### src/rtl/adc_pkg.sv
// Shared types and constants for the LTC2308 reader: FSM encoding, word widths
// and the 6-bit single-ended configuration word sent to the ADC.
package adc_pkg;

  typedef enum logic [2:0] {
    StIdle,
    StConvst,
    StWait,
    StShift,
    StDone
  } adc_state_e;

  localparam int unsigned ADC_BITS    = 12;
  localparam int unsigned DATA_W      = 13;
  localparam int unsigned CFG_BITS    = 6;
  localparam int unsigned SCK_PERIODS = 12;

  localparam logic SD_SINGLE    = 1'b1;
  localparam logic UNI_UNIPOLAR = 1'b1;
  localparam logic SLP_OFF      = 1'b0;

  // Field order on the wire: S/D, O/S, S1, S0, UNI, SLP.
  function automatic logic [CFG_BITS-1:0] cfg_word(input logic [2:0] ch);
    return {SD_SINGLE, ch[0], ch[2], ch[1], UNI_UNIPOLAR, SLP_OFF};
  endfunction

endpackage

### src/rtl/adc_ltc2308_reader_if.sv
// Pin bundle between the reader (master) and the LTC2308 converter (slave).
interface adc_ltc2308_reader_if;

  logic ADC_CONVST;
  logic ADC_SCK;
  logic ADC_SDI;
  logic ADC_SDO;

  modport master (
    output ADC_CONVST,
    output ADC_SCK,
    output ADC_SDI,
    input  ADC_SDO
  );

  modport slave (
    input  ADC_CONVST,
    input  ADC_SCK,
    input  ADC_SDI,
    output ADC_SDO
  );

endinterface

### src/rtl/adc_sck_gen.sv
// SCK generator: while enabled, emits SCK_PERIODS high-then-low periods of
// 2*CLK_DIV clk cycles with rise/fall strobes and a last-period flag.
module adc_sck_gen
  import adc_pkg::*;
#(
  parameter int unsigned CLK_DIV = 2
) (
  input  logic clk,
  input  logic rst_n,
  input  logic en,
  output logic sck,
  output logic rise,
  output logic fall,
  output logic last
);

  localparam int unsigned CntW = (CLK_DIV > 1) ? $clog2(CLK_DIV) : 1;
  localparam int unsigned PerW = $clog2(SCK_PERIODS + 1);

  logic [CntW-1:0] cnt_q, cnt_d;
  logic [PerW-1:0] per_q, per_d;
  logic            sck_q, sck_d;
  logic            tick;

  assign tick = (cnt_q == '0);

  // Strobes mark the cycle whose closing edge moves SCK, so data launched on
  // that edge is already settled for a full half-period.
  assign rise = en && tick && !sck_q && (per_q < PerW'(SCK_PERIODS));
  assign fall = en && tick && sck_q;
  // Independent of en: the FSM derives en from its next state.
  assign last = tick && !sck_q && (per_q == PerW'(SCK_PERIODS));

  always_comb begin
    cnt_d = cnt_q;
    per_d = per_q;
    sck_d = sck_q;
    if (!en) begin
      cnt_d = '0;
      per_d = '0;
      sck_d = 1'b0;
    end else if (tick) begin
      if (rise || fall) begin
        sck_d = ~sck_q;
        cnt_d = CntW'(CLK_DIV - 1);
      end
      if (fall) begin
        per_d = per_q + PerW'(1);
      end
    end else begin
      cnt_d = cnt_q - CntW'(1);
    end
  end

  always_ff @(posedge clk or negedge rst_n) begin
    if (!rst_n) begin
      cnt_q <= '0;
      per_q <= '0;
      sck_q <= 1'b0;
    end else begin
      cnt_q <= cnt_d;
      per_q <= per_d;
      sck_q <= sck_d;
    end
  end

  assign sck = sck_q;

endmodule

### src/rtl/adc_ltc2308_reader.sv
// LTC2308 frame master: CONVST pulse, conversion wait, 12-bit SPI shift, and a
// one-frame-late result realigned with the channel it was configured for.
module adc_ltc2308_reader
  import adc_pkg::*;
#(
  parameter int unsigned CLK_DIV       = 2,
  parameter int unsigned CONVST_CYCLES = 2,
  parameter int unsigned CONV_CYCLES   = 80
) (
  input  logic              clk,
  input  logic              rst_n,
  input  logic              start,
  input  logic [2:0]        channel,
  output logic              busy,
  output logic [DATA_W-1:0] data,
  output logic [2:0]        data_ch,
  output logic              valid,
  adc_ltc2308_reader_if.master adc
);

  localparam int unsigned CntMax = (CONVST_CYCLES > CONV_CYCLES) ? CONVST_CYCLES : CONV_CYCLES;
  localparam int unsigned CntW   = $clog2(CntMax + 1);

  adc_state_e state_q, state_d;
  logic [CntW-1:0] cnt_q, cnt_d;

  logic sck, sck_rise, sck_fall, sck_last, sck_en;
  logic frame_start, done_entry;

  logic busy_q, busy_d;
  logic convst_q, convst_d;
  logic valid_q, valid_d;

  logic [2:0]          cur_ch_q, prev_ch_q;
  logic                prime_q;
  logic [ADC_BITS-1:0] shift_q;
  logic [CFG_BITS-1:0] sdi_sr_q;
  logic [DATA_W-1:0]   data_q;
  logic [2:0]          data_ch_q;

  // State register
  always_ff @(posedge clk or negedge rst_n) begin
    if (!rst_n) begin
      state_q <= StIdle;
      cnt_q   <= '0;
    end else begin
      state_q <= state_d;
      cnt_q   <= cnt_d;
    end
  end

  // Next-state logic
  always_comb begin
    state_d = state_q;
    unique case (state_q)
      StIdle:   if (start) state_d = StConvst;
      StConvst: if (cnt_q == CntW'(CONVST_CYCLES - 1)) state_d = StWait;
      StWait:   if (cnt_q == CntW'(CONV_CYCLES - 1)) state_d = StShift;
      StShift:  if (sck_last) state_d = StDone;
      StDone:   state_d = StIdle;
      default:  state_d = StIdle;
    endcase
    cnt_d = (state_d != state_q || state_q == StIdle) ? '0 : cnt_q + CntW'(1);
  end

  // Output logic: registered so every pin changes only on a clock edge
  always_comb begin
    busy_d   = (state_d != StIdle);
    convst_d = (state_d == StConvst);
    valid_d  = (state_d == StDone) && !prime_q;
  end

  always_ff @(posedge clk or negedge rst_n) begin
    if (!rst_n) begin
      busy_q   <= 1'b0;
      convst_q <= 1'b0;
      valid_q  <= 1'b0;
    end else begin
      busy_q   <= busy_d;
      convst_q <= convst_d;
      valid_q  <= valid_d;
    end
  end

  // Enabled from the next state so the first SCK rise coincides with SHIFT entry.
  assign sck_en      = (state_d == StShift);
  assign frame_start = (state_q == StIdle) && (state_d == StConvst);
  assign done_entry  = (state_d == StDone);

  adc_sck_gen #(
    .CLK_DIV (CLK_DIV)
  ) u_sck_gen (
    .clk   (clk),
    .rst_n (rst_n),
    .en    (sck_en),
    .sck   (sck),
    .rise  (sck_rise),
    .fall  (sck_fall),
    .last  (sck_last)
  );

  always_ff @(posedge clk or negedge rst_n) begin
    if (!rst_n) begin
      cur_ch_q  <= '0;
      prev_ch_q <= '0;
      prime_q   <= 1'b1;
      shift_q   <= '0;
      sdi_sr_q  <= '0;
      data_q    <= '0;
      data_ch_q <= '0;
    end else begin
      if (frame_start) begin
        cur_ch_q  <= channel;
        prev_ch_q <= cur_ch_q;
        sdi_sr_q  <= cfg_word(channel);
      end else if (sck_fall) begin
        // Zero fill drives SDI low for SCK periods 7-12.
        sdi_sr_q <= {sdi_sr_q[CFG_BITS-2:0], 1'b0};
      end
      if (sck_rise) begin
        shift_q <= {shift_q[ADC_BITS-2:0], adc.ADC_SDO};
      end
      if (done_entry) begin
        prime_q <= 1'b0;
        // The shifted result belongs to the previous frame's configuration.
        if (!prime_q) begin
          data_q    <= {1'b0, shift_q};
          data_ch_q <= prev_ch_q;
        end
      end
    end
  end

  assign busy           = busy_q;
  assign valid          = valid_q;
  assign data           = data_q;
  assign data_ch        = data_ch_q;
  assign adc.ADC_CONVST = convst_q;
  assign adc.ADC_SCK    = sck;
  assign adc.ADC_SDI    = sdi_sr_q[CFG_BITS-1];

endmodule
### src/flat_wrapper.sv
// flat-port wrapper written by rule: the top's interface ports become plain ports
module adc_ltc2308_reader_flat import adc_pkg::*;
#(
  parameter int unsigned CLK_DIV       = 2,
  parameter int unsigned CONVST_CYCLES = 2,
  parameter int unsigned CONV_CYCLES   = 80
)
  (clk, rst_n, start, channel, busy, data, data_ch, valid, adc_ADC_CONVST, adc_ADC_SCK, adc_ADC_SDI, adc_ADC_SDO);
  adc_ltc2308_reader_if adc_i ();
  input  logic clk;
  input  logic rst_n;
  input  logic start;
  input  logic [2:0] channel;
  output logic busy;
  output logic [DATA_W-1:0] data;
  output logic [2:0] data_ch;
  output logic valid;
  output wire logic [$bits(adc_i.ADC_CONVST)-1:0] adc_ADC_CONVST;
  output wire logic [$bits(adc_i.ADC_SCK)-1:0] adc_ADC_SCK;
  output wire logic [$bits(adc_i.ADC_SDI)-1:0] adc_ADC_SDI;
  input wire logic [$bits(adc_i.ADC_SDO)-1:0] adc_ADC_SDO;
  assign adc_ADC_CONVST = adc_i.ADC_CONVST;
  assign adc_ADC_SCK = adc_i.ADC_SCK;
  assign adc_ADC_SDI = adc_i.ADC_SDI;
  assign adc_i.ADC_SDO = adc_ADC_SDO;
  adc_ltc2308_reader #(.CLK_DIV(CLK_DIV), .CONVST_CYCLES(CONVST_CYCLES), .CONV_CYCLES(CONV_CYCLES)) u_core (.clk(clk), .rst_n(rst_n), .start(start), .channel(channel), .busy(busy), .data(data), .data_ch(data_ch), .valid(valid), .adc(adc_i));
endmodule
### config.mk
export PLATFORM = sky130hd
export DESIGN_NAME = adc_ltc2308_reader_flat
export DESIGN_NICKNAME = d
export VERILOG_FILES = /design/src/rtl/adc_pkg.sv /design/src/rtl/adc_ltc2308_reader_if.sv /design/src/rtl/adc_sck_gen.sv /design/src/rtl/adc_ltc2308_reader.sv /design/src/flat_wrapper.sv
export SDC_FILE = /design/constraint.sdc
export NUM_CORES = 1
export LEC_CHECK = 0
export BUFFER_PORTS_ARGS = -buffer_cell sky130_fd_sc_hd__buf_4
export CAP_MARGIN = 10
export CORE_UTILIZATION = 60
export CTS_BUF_LIST = sky130_fd_sc_hd__clkbuf_2 sky130_fd_sc_hd__clkbuf_4 sky130_fd_sc_hd__clkbuf_8
export DETAILED_ROUTE_END_ITERATION = 16
export PLACE_DENSITY = 0.82
export SYNTH_ARGS = -nofsm -noshare
export SYNTH_HDL_FRONTEND = slang
export SYNTH_HIERARCHICAL = 1
export SYNTH_SLANG_ARGS = --single-unit
### constraint.sdc
create_clock -name clk -period 3.7 [get_ports clk]
set_input_delay 0.555 -clock clk [delete_from_list [all_inputs] [get_ports clk]]
set_output_delay 0.555 -clock clk [all_outputs]
set_load 0.005 [all_outputs]
==> results of run 1 <==
==> worst max path at each step <==
stage                                                startpoint                             end  slack (ps)
after floorplan           u_core/u_sck_gen/per_q[0]$_DFFE_PN0P_  u_core/shift_q[10]$_DFFE_PN0P_        1350
after global placement                u_core/cnt_q[0]$_DFF_PN0_  u_core/shift_q[11]$_DFFE_PN0P_        1080
after detailed placement  u_core/u_sck_gen/per_q[0]$_DFFE_PN0P_   u_core/shift_q[6]$_DFFE_PN0P_         910
after CTS                 u_core/u_sck_gen/per_q[0]$_DFFE_PN0P_   u_core/shift_q[0]$_DFFE_PN0P_         800
after global routing      u_core/u_sck_gen/per_q[0]$_DFFE_PN0P_   u_core/shift_q[0]$_DFFE_PN0P_         560
final                     u_core/u_sck_gen/per_q[0]$_DFFE_PN0P_   u_core/shift_q[0]$_DFFE_PN0P_         830
==> per-layer routing <==
metal,routed length (µm),share of wire,up-vias,track usage
met1,1930,0.43,823,0.293
met5,0,0,-,0
met3,214,0.048,11,0.0914
li1,-,-,735,-
met4,92,0.021,0,0.138
met2,2220,0.50,41,0.381
==> flip-flops by register name, indices dropped and copies added, names as in the netlist, 3 cells and up <==
name and cells:
u_core/sdi_sr_q 5, u_core/cnt_q 7, u_core/cur_ch_q 3, u_core/data_ch 3
u_core/data 12, u_core/shift_q 12, u_core/state_q 3, u_core/u_sck_gen/per_q 4
u_core/prev_ch_q 3
==> synth_stat cells (all sizes together), types with 2 or more instances <==
cell type and count:
nor2b 2, and2 5, nand2b 3, a221oi 2, o21ai 8, a211oi 5
inv 8, ha 4, nand2 23, dfrtp 57, or3 3, mux2i 5
mux2 27, nor4b 3, nor2 6, a311o 2, xnor2 4, buf 7
nand3 3
==> worst max-delay path: cells and delay by family, from the launching register on <==
family | cells | cell delay [ps]
AOI/OAI and AO/OA | 1 | 70
adders and majority gates | 1 | 180
buffers and inverters | 1 | 60
DFF | 1 | 410
muxes | 1 | 430
and+or+nand+nor | 5 | 1590
==> cells in the final DEF, fill, tap and decap left out, types with 5 or more instances in the layout <==
| cell type | instances |
|---|---|
| nor2_1 | 5 |
| mux2_2 | 26 |
| clkbuf_8 | 10 |
| a211oi_1 | 5 |
| o21ai_0 | 8 |
| mux2i_1 | 5 |
| inv_1 | 8 |
| dfrtp_1 | 57 |
| nand2_1 | 23 |
| buf_4 | 26 |
==> stage by stage <==
step,util,instances,setup WS (ps),power (mW)
after CTS,0.765,277,796,1.32
after global placement,0.706,261,1080,0.672
after detailed placement,0.706,261,908,0.673
final,0.765,277,830,1.31
after global routing,0.765,277,562,1.35
after floorplan,-,195,1350,0.656
==> power by group through the flow <==
stage	clock network [mW]	registers, mW	logic [mW]
after floorplan	0	0.651	0.00434
after global placement	0	0.651	0.0206
after detailed placement	0	0.652	0.0215
after CTS	0.659	0.640	0.0215
after global routing	0.681	0.640	0.0245
final	0.645	0.640	0.0207
==> logic make-up after synthesis <==
group                      Yosys count  share of synthesized area
xor gates and xnor gates             5                     0.0177
muxes                               32                      0.143
other                                1                    0.00151
DFF                                 58                      0.586
and+or+nand+nor                     56                      0.125
buffers and inverters               16                     0.0343
adders and majority gates            4                     0.0202
AOI/OAI and AO/OA                   23                     0.0717
==> final cells by class <==
cell class	instances	area [µm²]	share of cell area
sequential	58	1450	0.500
multi-input combinational	121	945	0.325
timing repair buffer	26	195	0.0672
clock buffer	11	145	0.0500
clock inverter	5	77.6	0.0267
tap	48	60.1	0.0207
inverter	8	30.0	0.0103
==> metrics, run 1 <==
pins over their slew limit=0; CP Capture Type=flop; DIE AREA=~4400 µm²; Post-CTS Setup Bufs=0; Tmin final=around 2900 ps; max-cap violations=0; drt wl/cell=roughly 16 µm; drc violations=0; site row count=22; Resize count post-CTS=0; cell taking the most area after synthesis=dfrtp_1; R2R cell count=9; vias in the first global route=1642; Comb power frac=0.016; sequential area share after synthesis=0.586; GRT Total Usage=0.246; hold slack=~250 ps; critical path arrival=about 3100 ps; H-tree levels=3; Ports=28; Iteration-0 DRC Markers=approximately 110; Crit-path slowest cell=nor3b_2; CTS Buf Count=9; Root Driver=clkbuf_8; Slew headroom=0.350; synthesized instance count=195; Syn Std Cell Area=~2500 µm²; first-pass GRT wire length=around 7.6 mm; CP Launch Type=flop; largest stage delay on the critical path=just over 800 ps; Sw Pwr=259 µW; CP Data Required Time=3920 ps; Synth Register Bits=58; Overflow after GRT=0; share of post-route cells with drive strength above 1=0.341; Sink Count=58; Main synth FF type=dfrtp_1; input/output buffers=26; Netlist cell types=46; min-delay worst type=input pin to async pin; HPWL after DPL=2.91 mm; RSZ-0062 raised after global routing=no; Final setup viols=0; Slew @ Worst Pin=between 900 and 1000 ps; EDFF count, synth=0; NumNets Final=~240; largest net degree at the start of global routing=59; kind of critical path=flop to flop; Non-Filler Cell Area, Final=2910 µm²; outcome=complete, no violations; DRT Wirelength=4.46 mm; CORE AREA=around 3800 µm²; Ys Warns=6; Seq pwr share=0.490; Layout area overhead=17.3%; Pint=~1.0 mW; peak supply drop=0.316 mV; RR Endpoint=u_core/shift_q[0]$_DFFE_PN0P_; Post-synth ARST share=1.00; cts hold-fix bufs=0; reg-to-reg slack, setup=roughly 830 ps; Setup Skew=approximately 9.5 ps; Detailed Routing Iterations Pass 1=4; syn_nets=206; Worst-Skew Late Latency=approximately 340 ps; antenna viol nets, final=0; Leak=1.42 nW; CTS tree=built; Synth top area share=0.576; Final Hold Viols=0; largest fanout on the critical path=13; setup TNS=0 ps; switching part of the total=0.199; Fill cells=between 200 and 250; die width=~66 µm; Peak Freq=~350 MHz; Antenna Cells=0; antenna violations before repair=0; critical-path cell list=inv_1 > ha_1 > nor4b_1 > nor2b_1 > a41oi_1 > nor2_1 > nand2b_1 > nor3b_2 > mux2_2; Avg Synthesized Cell Area=12.7 µm²; Via Count=1610; vias per inst=between 5 and 6; pwr dens=approximately 450 nW/µm²; CTS clock-pin slew for the worst setup and hold paths=60 ps; Die H=66.3 µm; period utilization=0.776; clock share of power=0.494; Max clock buf depth=2; origin of the critical flop-to-flop path=u_core/u_sck_gen/per_q[0]$_DFFE_PN0P_; top cells by area, synth=dfrtp_1 58%, mux2_2 12%, nand2_1 3.5%; routability congestion estimate=around 0.84; Initial Util=0.652; Post-DP Area=around 2700 µm²
No activity file was read; power rests on OpenSTA's default activity.
==> inputs of run 2 (changes only) <==
--- a/config.mk
+++ b/config.mk
@@ -5,12 +5,13 @@
 export SDC_FILE = /design/constraint.sdc
 export NUM_CORES = 1
 export LEC_CHECK = 0
+export ABC_AREA = 1
 export BUFFER_PORTS_ARGS = -buffer_cell sky130_fd_sc_hd__buf_4
 export CAP_MARGIN = 10
 export CORE_UTILIZATION = 60
 export CTS_BUF_LIST = sky130_fd_sc_hd__clkbuf_2 sky130_fd_sc_hd__clkbuf_4 sky130_fd_sc_hd__clkbuf_8
 export DETAILED_ROUTE_END_ITERATION = 16
-export PLACE_DENSITY = 0.82
+export PLACE_DENSITY = 0.81
 export SYNTH_ARGS = -nofsm -noshare
 export SYNTH_HDL_FRONTEND = slang
 export SYNTH_HIERARCHICAL = 1
==> constraint.sdc (replaced) <==
create_clock -name clk -period 2.8 [get_ports clk]
set_input_delay 0.42 -clock clk [delete_from_list [all_inputs] [get_ports clk]]
set_output_delay 0.42 -clock clk [all_outputs]
set_load 0.005 [all_outputs]
==> metrics, run 2 <==
Avg Synthesized Cell Area=approximately 10 µm²; synthesized instance count=260; pwr dens=543 nW/µm²; kind of critical path=flop to flop; Detailed Routing Iterations Pass 1=4; clock share of power=0.473; vias in the first global route=1558; min-delay worst type=input pin to async pin; routability congestion estimate=just under 0.9; Final Hold Viols=0; cts hold-fix bufs=0; sequential area share after synthesis=0.561; die width=between 60 and 70 µm; drc violations=0; HPWL after DPL=around 2.8 mm; input/output buffers=26; GRT Total Usage=0.218; Resize count post-CTS=0; peak supply drop=around 0.46 mV; Pint=roughly 1.3 mW; Overflow after GRT=0; Synth top area share=0.550; antenna viol nets, final=0; CTS Buf Count=9; setup TNS=0 ps; Max clock buf depth=2; Worst-Skew Late Latency=330 ps; cell taking the most area after synthesis=dfrtp_1; period utilization=0.821; Antenna Cells=0; share of post-route cells with drive strength above 1=0.331; NumNets Final=slightly above 300; CP Launch Type=flop; CTS clock-pin slew for the worst setup and hold paths=60 ps; Syn Std Cell Area=2590 µm²; Main synth FF type=dfrtp_1; CTS tree=built; DIE AREA=between 4000 and 5000 µm²; first-pass GRT wire length=6.93 mm; antenna violations before repair=0; Iteration-0 DRC Markers=~140; Slew @ Worst Pin=between 700 and 800 ps; Root Driver=clkbuf_8; largest net degree at the start of global routing=59; DRT Wirelength=about 4.2 mm; largest fanout on the critical path=6; Layout area overhead=16.0%; Leak=around 1.5 nW; final core occ=0.736; pins over their slew limit=0; drt wl/cell=between 10 and 15 µm; critical path arrival=2520 ps; Seq pwr share=0.514; Sw Pwr=334 µW; H-tree levels=3; number of placed instances, taps included=330; Layout Cells excl Fill=346; RSZ-0062 raised after global routing=no; Peak Freq=about 440 MHz; Sink Count=58; Synth top cells by count=57 x dfrtp_1, 44 x nand2_1, 34 x inv_1, 18 x nand2_2, 17 x o21ai_0; Comb power frac=0.014; Via Count=1737; CORE AREA=slightly above 4000 µm²; hold slack=roughly 130 ps; Slew headroom=0.482; count leader, synth=dfrtp_1; Post-synth ARST share=1.00; top cells by area, synth=dfrtp_1 55%, nand2_1 6.4%, o21ai_2 5.4%; Setup Skew=approximately 4.3 ps; Ys Warns=6; Die H=between 60 and 70 µm; Post-CTS Setup Bufs=0; max-cap violations=0; site row count=23; CP Data Required Time=roughly 3000 ps; Ports=28; most frequent cells in the layout=57 x dfrtp_1, 44 x nand2_1, 34 x inv_1; switching part of the total=0.205; Final setup viols=0; CP Capture Type=flop; EDFF count, synth=0; vias per inst=about 5; outcome=complete, no violations; syn_nets=~270; Tmin final=roughly 2300 ps; Netlist cell types=31; Initial Util=0.634; Synth Register Bits=58; commonest non-fill, non-tap cell in the layout=dfrtp_1
[run 2: power groups by stage]
stage / combinational [mW] / sequential, mW / clock [mW]
floorplan: 0.00157 / 0.854 / 0
global placement: 0.0235 / 0.854 / 0
detailed placement: 0.0237 / 0.854 / 0
CTS: 0.0237 / 0.838 / 0.790
global route: 0.0267 / 0.837 / 0.831
finish: 0.0223 / 0.838 / 0.771
[run 2: logic make-up (layout without fill, tap and decap cells)]
kind of cell	after synthesis	after routing	share of synthesized area
DFF	58	58	0.561
xor gates and xnor gates	6	6	0.0203
adders and majority gates	4	4	0.0193
AOI/OAI and AO/OA	42	42	0.108
and+or+nand+nor	104	104	0.214
other	1	1	0.00145
buffers and inverters	45	81	0.0763
[run 2: path summary, 6_finish.rpt]
path / startpoint / endpoint / slack, ps / cells past startpoint
setup reg to reg: u_core/u_sck_gen/per_q[0]$_DFFE_PN0P_ / u_core/sdi_sr_q[4]$_DFFE_PN0P_ / 500 / 13
hold / removal: rst_n / u_core/data[8]$_DFFE_PN0P_ / 130 / 1
setup / recovery: u_core/u_sck_gen/per_q[0]$_DFFE_PN0P_ / u_core/sdi_sr_q[4]$_DFFE_PN0P_ / 500 / 13
max in group asynchronous: rst_n / u_core/shift_q[1]$_DFFE_PN0P_ / 2190 / 1
hold reg to reg: u_core/shift_q[9]$_DFFE_PN0P_ / u_core/shift_q[10]$_DFFE_PN0P_ / 480 / 2
min in group clk: adc_ADC_SDO / u_core/shift_q[0]$_DFFE_PN0P_ / 310 / 3
[run 2: per-stage QoR]
stage | setup slack, ps | instance area (µm²) | power (mW)
final | 502 | 3010 | 1.63
after global routing | 289 | 3010 | 1.69
after CTS | 529 | 3010 | 1.65
after detailed placement | 527 | 2800 | 0.877
after global placement | 684 | 2800 | 0.877
after floorplan | 774 | 2590 | 0.855
[run 2: cell type report]
cell class | instances | area [µm²]
fill | 307 | 1080
clock buffer | 11 | 151
inverter | 38 | 144
tap | 50 | 62.6
timing repair buffer | 27 | 203
multi-input combinational | 157 | 941
clock inverter | 5 | 52.6
sequential | 58 | 1450
[run 2: metal layers]
metal / vias to the layer above / part of all wire / wire, µm / track usage
met5: - / 0 / 0 / 0
met4: 0 / 0.020 / 84 / 0.144
met3: 9 / 0.034 / 145 / 0.0557
met2: 37 / 0.48 / 2030 / 0.338
met1: 806 / 0.47 / 1980 / 0.267
li1: 885 / - / - / -
[run 2: worst max-delay path, cell delays in order (launching register included)]
cell and delay [ps]:
dfrtp_1 410, inv_1 110, ha_1 160, nand3_1 80, nor3_1 350, inv_1 110, nand2_1 100, nand2_1 170
nand3_4 170, clkinv_2 110, inv_1 160, nand2_1 90, o21ai_1 130, inv_1 50
